===== config.mk =====
export PLATFORM = sky130hd
export DESIGN_NAME = output_flow_handler
export DESIGN_NICKNAME = d
export VERILOG_FILES = /design/src/rtl/output_flow_handler.sv
export SDC_FILE = /design/constraint.sdc
export NUM_CORES = 1
export LEC_CHECK = 0
export BUFFER_PORTS_ARGS = -buffer_cell sky130_fd_sc_hd__buf_2
export CORE_MARGIN = 4
export CORE_UTILIZATION = 52
export CTS_CLUSTER_DIAMETER = 80
export DETAILED_ROUTE_END_ITERATION = 8
export PLACE_DENSITY = 0.73
export SLEW_MARGIN = 0
export SYNTH_ARGS = -nofsm -noshare
export SYNTH_HDL_FRONTEND = slang
export SYNTH_SLANG_ARGS = --single-unit

===== constraint.sdc =====
create_clock -name clka -period 2.4 [get_ports clka]
set_input_delay 0.36 -clock clka [delete_from_list [all_inputs] [get_ports clka]]
set_output_delay 0.36 -clock clka [all_outputs]
set_load 0.05 [all_outputs]

===== src/rtl/output_flow_handler.sv =====
// Credit-gated link transmit stage: flit FIFO plus two-phase credit return.
// Define OUTPUT_FLOW_BYPASS_EN for same-cycle FIFO bypass when empty.
`timescale 1ns/1ps
module output_flow_handler #(
  parameter int FLIT_WIDTH = 32,
  parameter int FIFO_DEPTH = 4,
  parameter int CREDITS    = 4,
  parameter int CNT_WIDTH  = 4
) (
  input  logic                  clka,
  input  logic                  rsta,
  input  logic [FLIT_WIDTH-1:0] flit_din,
  input  logic                  flit_valid_din,
  output logic                  flit_ready_dout,
  input  logic                  diff_pair_p,
  input  logic                  diff_pair_n,
  output logic [FLIT_WIDTH-1:0] link_flit_dout,
  output logic                  link_valid_dout,
  output logic [CNT_WIDTH-1:0]  credit_count_dout,
  output logic                  error_dout
);
  localparam int AW = $clog2(FIFO_DEPTH);
  localparam logic [AW:0] DEPTH_C = FIFO_DEPTH[AW:0];
  localparam logic [CNT_WIDTH-1:0] CRED_C = CREDITS[CNT_WIDTH-1:0];

  logic [FLIT_WIDTH-1:0] r_mem [FIFO_DEPTH];
  logic [AW-1:0]         r_wptr;
  logic [AW-1:0]         r_rptr;
  logic [AW:0]           r_occ;
  logic [CNT_WIDTH-1:0]  r_cnt;
  logic                  r_p;
  logic                  r_n;
  logic                  r_err;
  logic                  r_lv;
  logic [FLIT_WIDTH-1:0] r_lflit;

  logic                  w_ret;
  logic                  w_push;
  logic                  w_has_cr;
  logic                  w_pop;
  logic                  w_send;
  logic                  w_wr;
  logic [FLIT_WIDTH-1:0] w_next_flit;

  // a credit is both wires differing from their trackers
  assign w_ret = (diff_pair_p ^ r_p) & (diff_pair_n ^ r_n);
  assign flit_ready_dout = rsta & (r_occ < DEPTH_C);
  assign w_push = flit_valid_din & flit_ready_dout;
  assign w_has_cr = (r_cnt != '0);
  assign w_pop = (r_occ != '0) & w_has_cr;

`ifdef OUTPUT_FLOW_BYPASS_EN
  logic w_byp;
  assign w_byp = w_push & (r_occ == '0) & w_has_cr;
  assign w_send = w_pop | w_byp;
  assign w_wr = w_push & ~w_byp;
  assign w_next_flit = w_byp ? flit_din : r_mem[r_rptr];
`else
  assign w_send = w_pop;
  assign w_wr = w_push;
  assign w_next_flit = r_mem[r_rptr];
`endif

  always_ff @(posedge clka) begin
    if (w_wr) r_mem[r_wptr] <= flit_din;
  end

  always_ff @(posedge clka) begin
    if (!rsta) begin
      r_wptr  <= '0;
      r_rptr  <= '0;
      r_occ   <= '0;
      r_cnt   <= CRED_C;
      r_p     <= 1'b1;
      r_n     <= 1'b0;
      r_err   <= 1'b0;
      r_lv    <= 1'b0;
      r_lflit <= '0;
    end else begin
      if (w_wr) r_wptr <= r_wptr + 1'b1;
      if (w_pop) r_rptr <= r_rptr + 1'b1;
      unique case (1'b1)
        w_wr & ~w_pop: r_occ <= r_occ + 1'b1;
        w_pop & ~w_wr: r_occ <= r_occ - 1'b1;
        default: ;
      endcase
      r_lv <= w_send;
      if (w_send) r_lflit <= w_next_flit;
      if (w_ret) begin
        r_p <= ~r_p;
        r_n <= ~r_n;
      end
      // a return with a full counter is dropped and flagged
      unique case (1'b1)
        w_ret & ~w_send: begin
          if (r_cnt == CRED_C) r_err <= 1'b1;
          else r_cnt <= r_cnt + 1'b1;
        end
        w_send & ~w_ret: r_cnt <= r_cnt - 1'b1;
        default: ;
      endcase
    end
  end

  assign link_flit_dout    = r_lflit;
  assign link_valid_dout   = r_lv;
  assign credit_count_dout = r_cnt;
  assign error_dout        = r_err;
endmodule

# == After elaboration in Yosys (flattened, before gate mapping) ==
# Memory sizes are Yosys's and may differ from the RTL's. A register that Yosys moved wholly into a read port is not among the register bits.
# Index checks and enable logic that the tools add are counted.
# word_totals
latchBits,0
output_inout_bits,39
ram_bits,128
elab_cells,45
inputBits,37
memories,1
reg_bits,15
romBits,0
# mem_list
name,words,width,rd,rd_ports_with_merged_regs,wr,line_no,rtl
r_mem,4,32,1,1,1,26,logic [FLIT_WIDTH-1:0] r_mem [FIFO_DEPTH];
# classes
mul,0
n_reduce_logical,7
n_eq_ne,2
div_mod_pow,0
shifts,0
magnitude_cmp,1
bitwise_logic,15
mux,5
add_sub_neg,6
# ops
op,count
1-bit AND,8
4-bit one-hot mux with 2 select lines,1
3-bit one-hot mux with 2 select lines,1
1-bit NOT,5
2-bit by 1-bit adder with 2-bit output (second input constant),2
4-bit by 1-bit adder with 4-bit output (second input constant),1
4-bit by 3-bit equality test with 1-bit output (second input constant),1
4-bit two-way mux,1
2-bit AND reduction,2
2-bit nonzero test,2
4-bit nonzero test,1
4-bit by 1-bit subtractor with 4-bit output (second input constant),1
3-bit by 1-bit adder with 3-bit output (second input constant),1
3-bit less-than comparator (second input constant),1
3-bit nonzero test,1
3-bit by 1-bit subtractor with 3-bit output (second input constant),1
1-bit two-way mux,2
2-bit != test (second input constant),1
1-bit bitwise XOR,2
1-bit zero test,1

# == Logic depth before layout (Yosys ltp) ==
# depth
ltp_word,6
depth_mapped,10
mapped_depth_nobuf,10

# == Least setup slack after synthesis ==
# OpenSTA, ideal clock, no wires.
# synth_timing
path_type,register to register
startpoint,"reg r_cnt[0], in the netlist credit_count_dout[0]"
endpoint,reg r_occ[2]
setup_time_ps,76
path_buffers,1
required_time_ps,2324
stages_incl_launch_ff,11
period_less_slack_ps,2663
path_slack_ps,-263
arrival_time_ps,2587
path_cell_list,dfxtp_1 -> or4_4 -> nand2_4 -> inv_4 -> clkbuf_1 -> ha_1 -> inv_1 -> fa_1 -> xor2_1 -> or3_1 -> a21boi_0
# synth_between
elab_chain_cells,5
elab_cells_between_ends,7
classes_between,1 x mux; 4 x bitwise; 2 x reduce/logical
# synth_lines
element,line_no,rtl
from (decl),30,logic [CNT_WIDTH-1:0] r_cnt;
from (signal assigned),97,else r_cnt <= r_cnt + 1'b1;
from (signal assigned),99,w_send & ~w_ret: r_cnt <= r_cnt - 1'b1;
4-bit nonzero test (*),49,assign w_has_cr = (r_cnt != '0);
1-bit AND (*),50,assign w_pop = (r_occ != '0) & w_has_cr;
net w_pop,40,logic w_pop;
1-bit NOT,83,w_wr & ~w_pop: r_occ <= r_occ + 1'b1;
1-bit AND,83,
3-bit one-hot mux with 2 select lines / 2-bit nonzero test (equally long branches),-,
to (signal assigned),83,
to (signal assigned),84,w_pop & ~w_wr: r_occ <= r_occ - 1'b1;
to (decl),29,logic [AW:0] r_occ;
# The timed path passes the listed nets; every way through them passes the cells marked *.
# A chain may end at the register's enable or synchronous reset.

# == Worst setup path in the final report ==
# layout_timing
startpoint,"reg r_cnt[3], in the netlist credit_count_dout[3]"
endpoint,"reg r_cnt[3], in the netlist credit_count_dout[3]"
# layout_between
elab_chain_cells,6
elab_cells_between_ends,13
classes_between,2 x add/sub; 2 x eq/ne; 2 x mux; 4 x bitwise; 3 x reduce/logical
# layout_lines
element
"parallel branches: the longest is 6 deep, another holds 4-bit by 1-bit adder with 4-bit output"
# Several ways; the timed one is not identified. The select of a mux whose other input is x is not followed.

==> impl_metrics.json <==
{
  "status": "complete, no violations",
  "row_count": 41,
  "initial_core_util": 0.5290,
  "min_period_ps": 2277,
  "critPathArrivalTime_ps": 2620,
  "ys_seq_area_frac": 0.7168,
  "reg2regPathDepth": 10,
  "die_area_sq_mm": 0.01471,
  "clk_path_buf_depth": 2,
  "maxCapViolations": 0,
  "clkLatencyLatePin_ps": 420,
  "wl_per_cell_um": 18.31,
  "layout_commonest_cell": "edfxtp_1",
  "finalInstanceArea_sq_mm": 0.007993,
  "reg2reg_to": "credit_count_dout[3]",
  "peakVddDrop_v": 0.0008121,
  "r2r_slack_ps": 120,
  "synthFlopType": "edfxtp_1",
  "vias_per_cell": 5.351,
  "syn_area_sq_mm": 0.006675,
  "ant_nets": 0,
  "finish.utilization": 0.6334,
  "min_path_cells": 1,
  "numCtsBuffers": 17,
  "grt_pass1_vias": 3795,
  "end_kind": "flip-flop",
  "clk_pin_slew_ps": 60,
  "drc": 0,
  "dpl.hpwl_mm": 7.363,
  "fin_crit_sh": 0.9489,
  "core_sq_mm": 0.01262,
  "placed_cell_area_sq_mm": 0.007361,
  "synth_nets": 453,
  "power_density_mw_per_mm2": 1269,
  "syn_inst": 407,
  "root_buffer": "clkbuf_16",
  "multiInputGateArea_sq_mm": 0.001795,
  "post_cts_buffers": 0,
  "fin_nets": 541,
  "synth_edf_count": 128,
  "max-slew-margin-rel": 0.6815,
  "finClkSkew_ps": 6.049,
  "cts_max_level": 4,
  "die_h_um": 121.3,
  "gr-total-overflow": 0,
  "area_growth_pct": 19.74,
  "hold_class": "input pin to flip-flop",
  "fmax_mhz": 439.1,
  "routed_wl_mm": 12.47,
  "io_buffers": 75,
  "critPathKind": "flip-flop to flip-flop",
  "drt_pre_antenna_iters": 5,
  "cp-start-kind": "flip-flop",
  "hold_viol": 0,
  "drt_iter0_markers": 225,
  "grt_first_pass_wirelength_mm": 19.97,
  "fillers": 935,
  "hp-start": "flit_din[31]",
  "cts_tree": "built",
  "io_pins": 76,
  "instances_no_fill": 681,
  "finalSetupViolations": 0,
  "grt_start_max_net_pins": 52,
  "antenna_found_initial": 2,
  "yosysWarnings": 0,
  "drive_gt1_frac": 0.3366,
  "grt_usage": 0.1856,
  "avgSynthCellArea_sq_um": 16.40,
  "crit_fanout": 12,
  "tightest_slew_ps": 477.8,
  "ctsHoldBuffers": 0,
  "reg2reg_from": "credit_count_dout[3]",
  "required_ps": 2740,
  "synth_cell_types": 33,
  "leakagePower_nw": 2.861,
  "final_cell_mix": "128 x edfxtp_1, 77 x nand2_1, 75 x buf_2",
  "synth_seq_cells": 175,
  "place.gp.congestion": 0.7885,
  "ys_async_sr_fraction": 0,
  "vias": 3644,
  "rsz0062_at_grt": "no",
  "clock_sinks": 175,
  "finalMaxSlewViolations": 0,
  "hold_end": "r_mem[0][31]",
  "dp_cells": 648,
  "regArea_sq_mm": 0.004792,
  "die_width_um": 121.3
}
-- worst max-delay path by stage --
stage | startpoint | end | slack [ps] | cells after the start
floorplan | credit_count_dout[0] | r_occ[2] | -50 | 10
global placement | credit_count_dout[3] | credit_count_dout[3] | 190 | 10
detailed placement | credit_count_dout[3] | credit_count_dout[3] | 70 | 10
CTS | credit_count_dout[3] | credit_count_dout[3] | 50 | 10
global route | r_occ[2] | r_occ[2] | 10 | 9
finish | credit_count_dout[3] | credit_count_dout[3] | 120 | 10
-- state kept, by name, summed over array words and instances, names as in the netlist --
signal             flops
link_flit_dout        32
r_wptr                 2
r_p                    1
r_occ                  3
r_n                    1
r_mem                128
error_dout             1
credit_count_dout      4
r_rptr                 2
link_valid_dout        1
-- cell type report --
type,count,area share
Sequential cell,175,0.5996
Multi-Input combinational cell,203,0.2246
Timing Repair Buffer,88,0.06700
Clock buffer,17,0.05322
Tap cell,172,0.02693
Clock inverter,15,0.02332
Inverter,10,0.005009
Antenna cell,1,0.0003131
-- synthesized netlist by cell type, types with 2 or more instances --
master      n  area share
edfxtp_1  128        0.58
nand2_1    77       0.043
dfxtp_1    47        0.14
a21boi_0   34       0.038
mux4_2     32        0.11
clkbuf_1   12      0.0067
inv_1       8      0.0045
and2_1      7      0.0066
buf_2       7      0.0052
ha_1        7       0.013
xnor2_1     6      0.0079
and3_1      5      0.0047
nand3_1     4      0.0030
xor2_1      4      0.0052
mux2i_1     3      0.0045
nand2b_1    3      0.0028
o21ai_0     3      0.0022
fa_1        2      0.0060
nand2_4     2      0.0034
nor3_1      2      0.0015
or3_1       2      0.0019
-- report_power, final --
group / leakage, nW / switching, W / total, W / internal [W]
combinational: 1.01 / 0.00223 / 0.00344 / 0.00121
clock: 0.298 / 0.00115 / 0.00280 / 0.00165
sequential: 1.55 / 0.000252 / 0.00390 / 0.00365
total: 2.86 / 0.00363 / 0.0101 / 0.00651
-- kinds of logic after synthesis --
group           Yosys count  share of synthesized area
mux                      36                     0.1142
simple gates            105                    0.07029
compound gates           43                    0.04855
fa+ha+maj                 9                    0.01912
buf+inv                  29                    0.01799
flops                   175                     0.7168
xor+xnor                 10                    0.01312
-- metrics by stage --
stage | total power (W) | setup TNS, ps | hold WS [ps] | worst slack (ps)
after floorplan | 0.006515 | -45.75 | 458.9 | -45.75
after global placement | 0.007284 | 0 | 446.5 | 191.4
after detailed placement | 0.007408 | 0 | 454.6 | 68.31
after CTS | 0.01022 | 0 | 126.9 | 46.64
after global routing | 0.01070 | 0 | 138.2 | 12.81
final | 0.01014 | 0 | 147.5 | 122.6
-- layer usage --
| metal | part of all wire | track usage |
|---|---|---|
| met1 | 0.38 | 0.2263 |
| met2 | 0.53 | 0.3109 |
| met3 | 0.061 | 0.04709 |
| met4 | 0.021 | 0.08683 |
| met5 | 0.0010 | 0 |
-- repair_timing --
action | CTS | global route
resized for setup | 0 | 3
endpoints found under the hold margin | 0 | 0
endpoints found under the setup margin | 0 | 2
-- critical path: stages (launching register included) --
cell	delay, ps
dfxtp_2	340
or4_4	570
nand2_4	100
inv_4	80
nand2_4	80
inv_2	70
ha_4	280
nand3_1	90
and2_1	160
a22oi_2	190
mux2i_1	220
(Power assumes the default switching activity.)
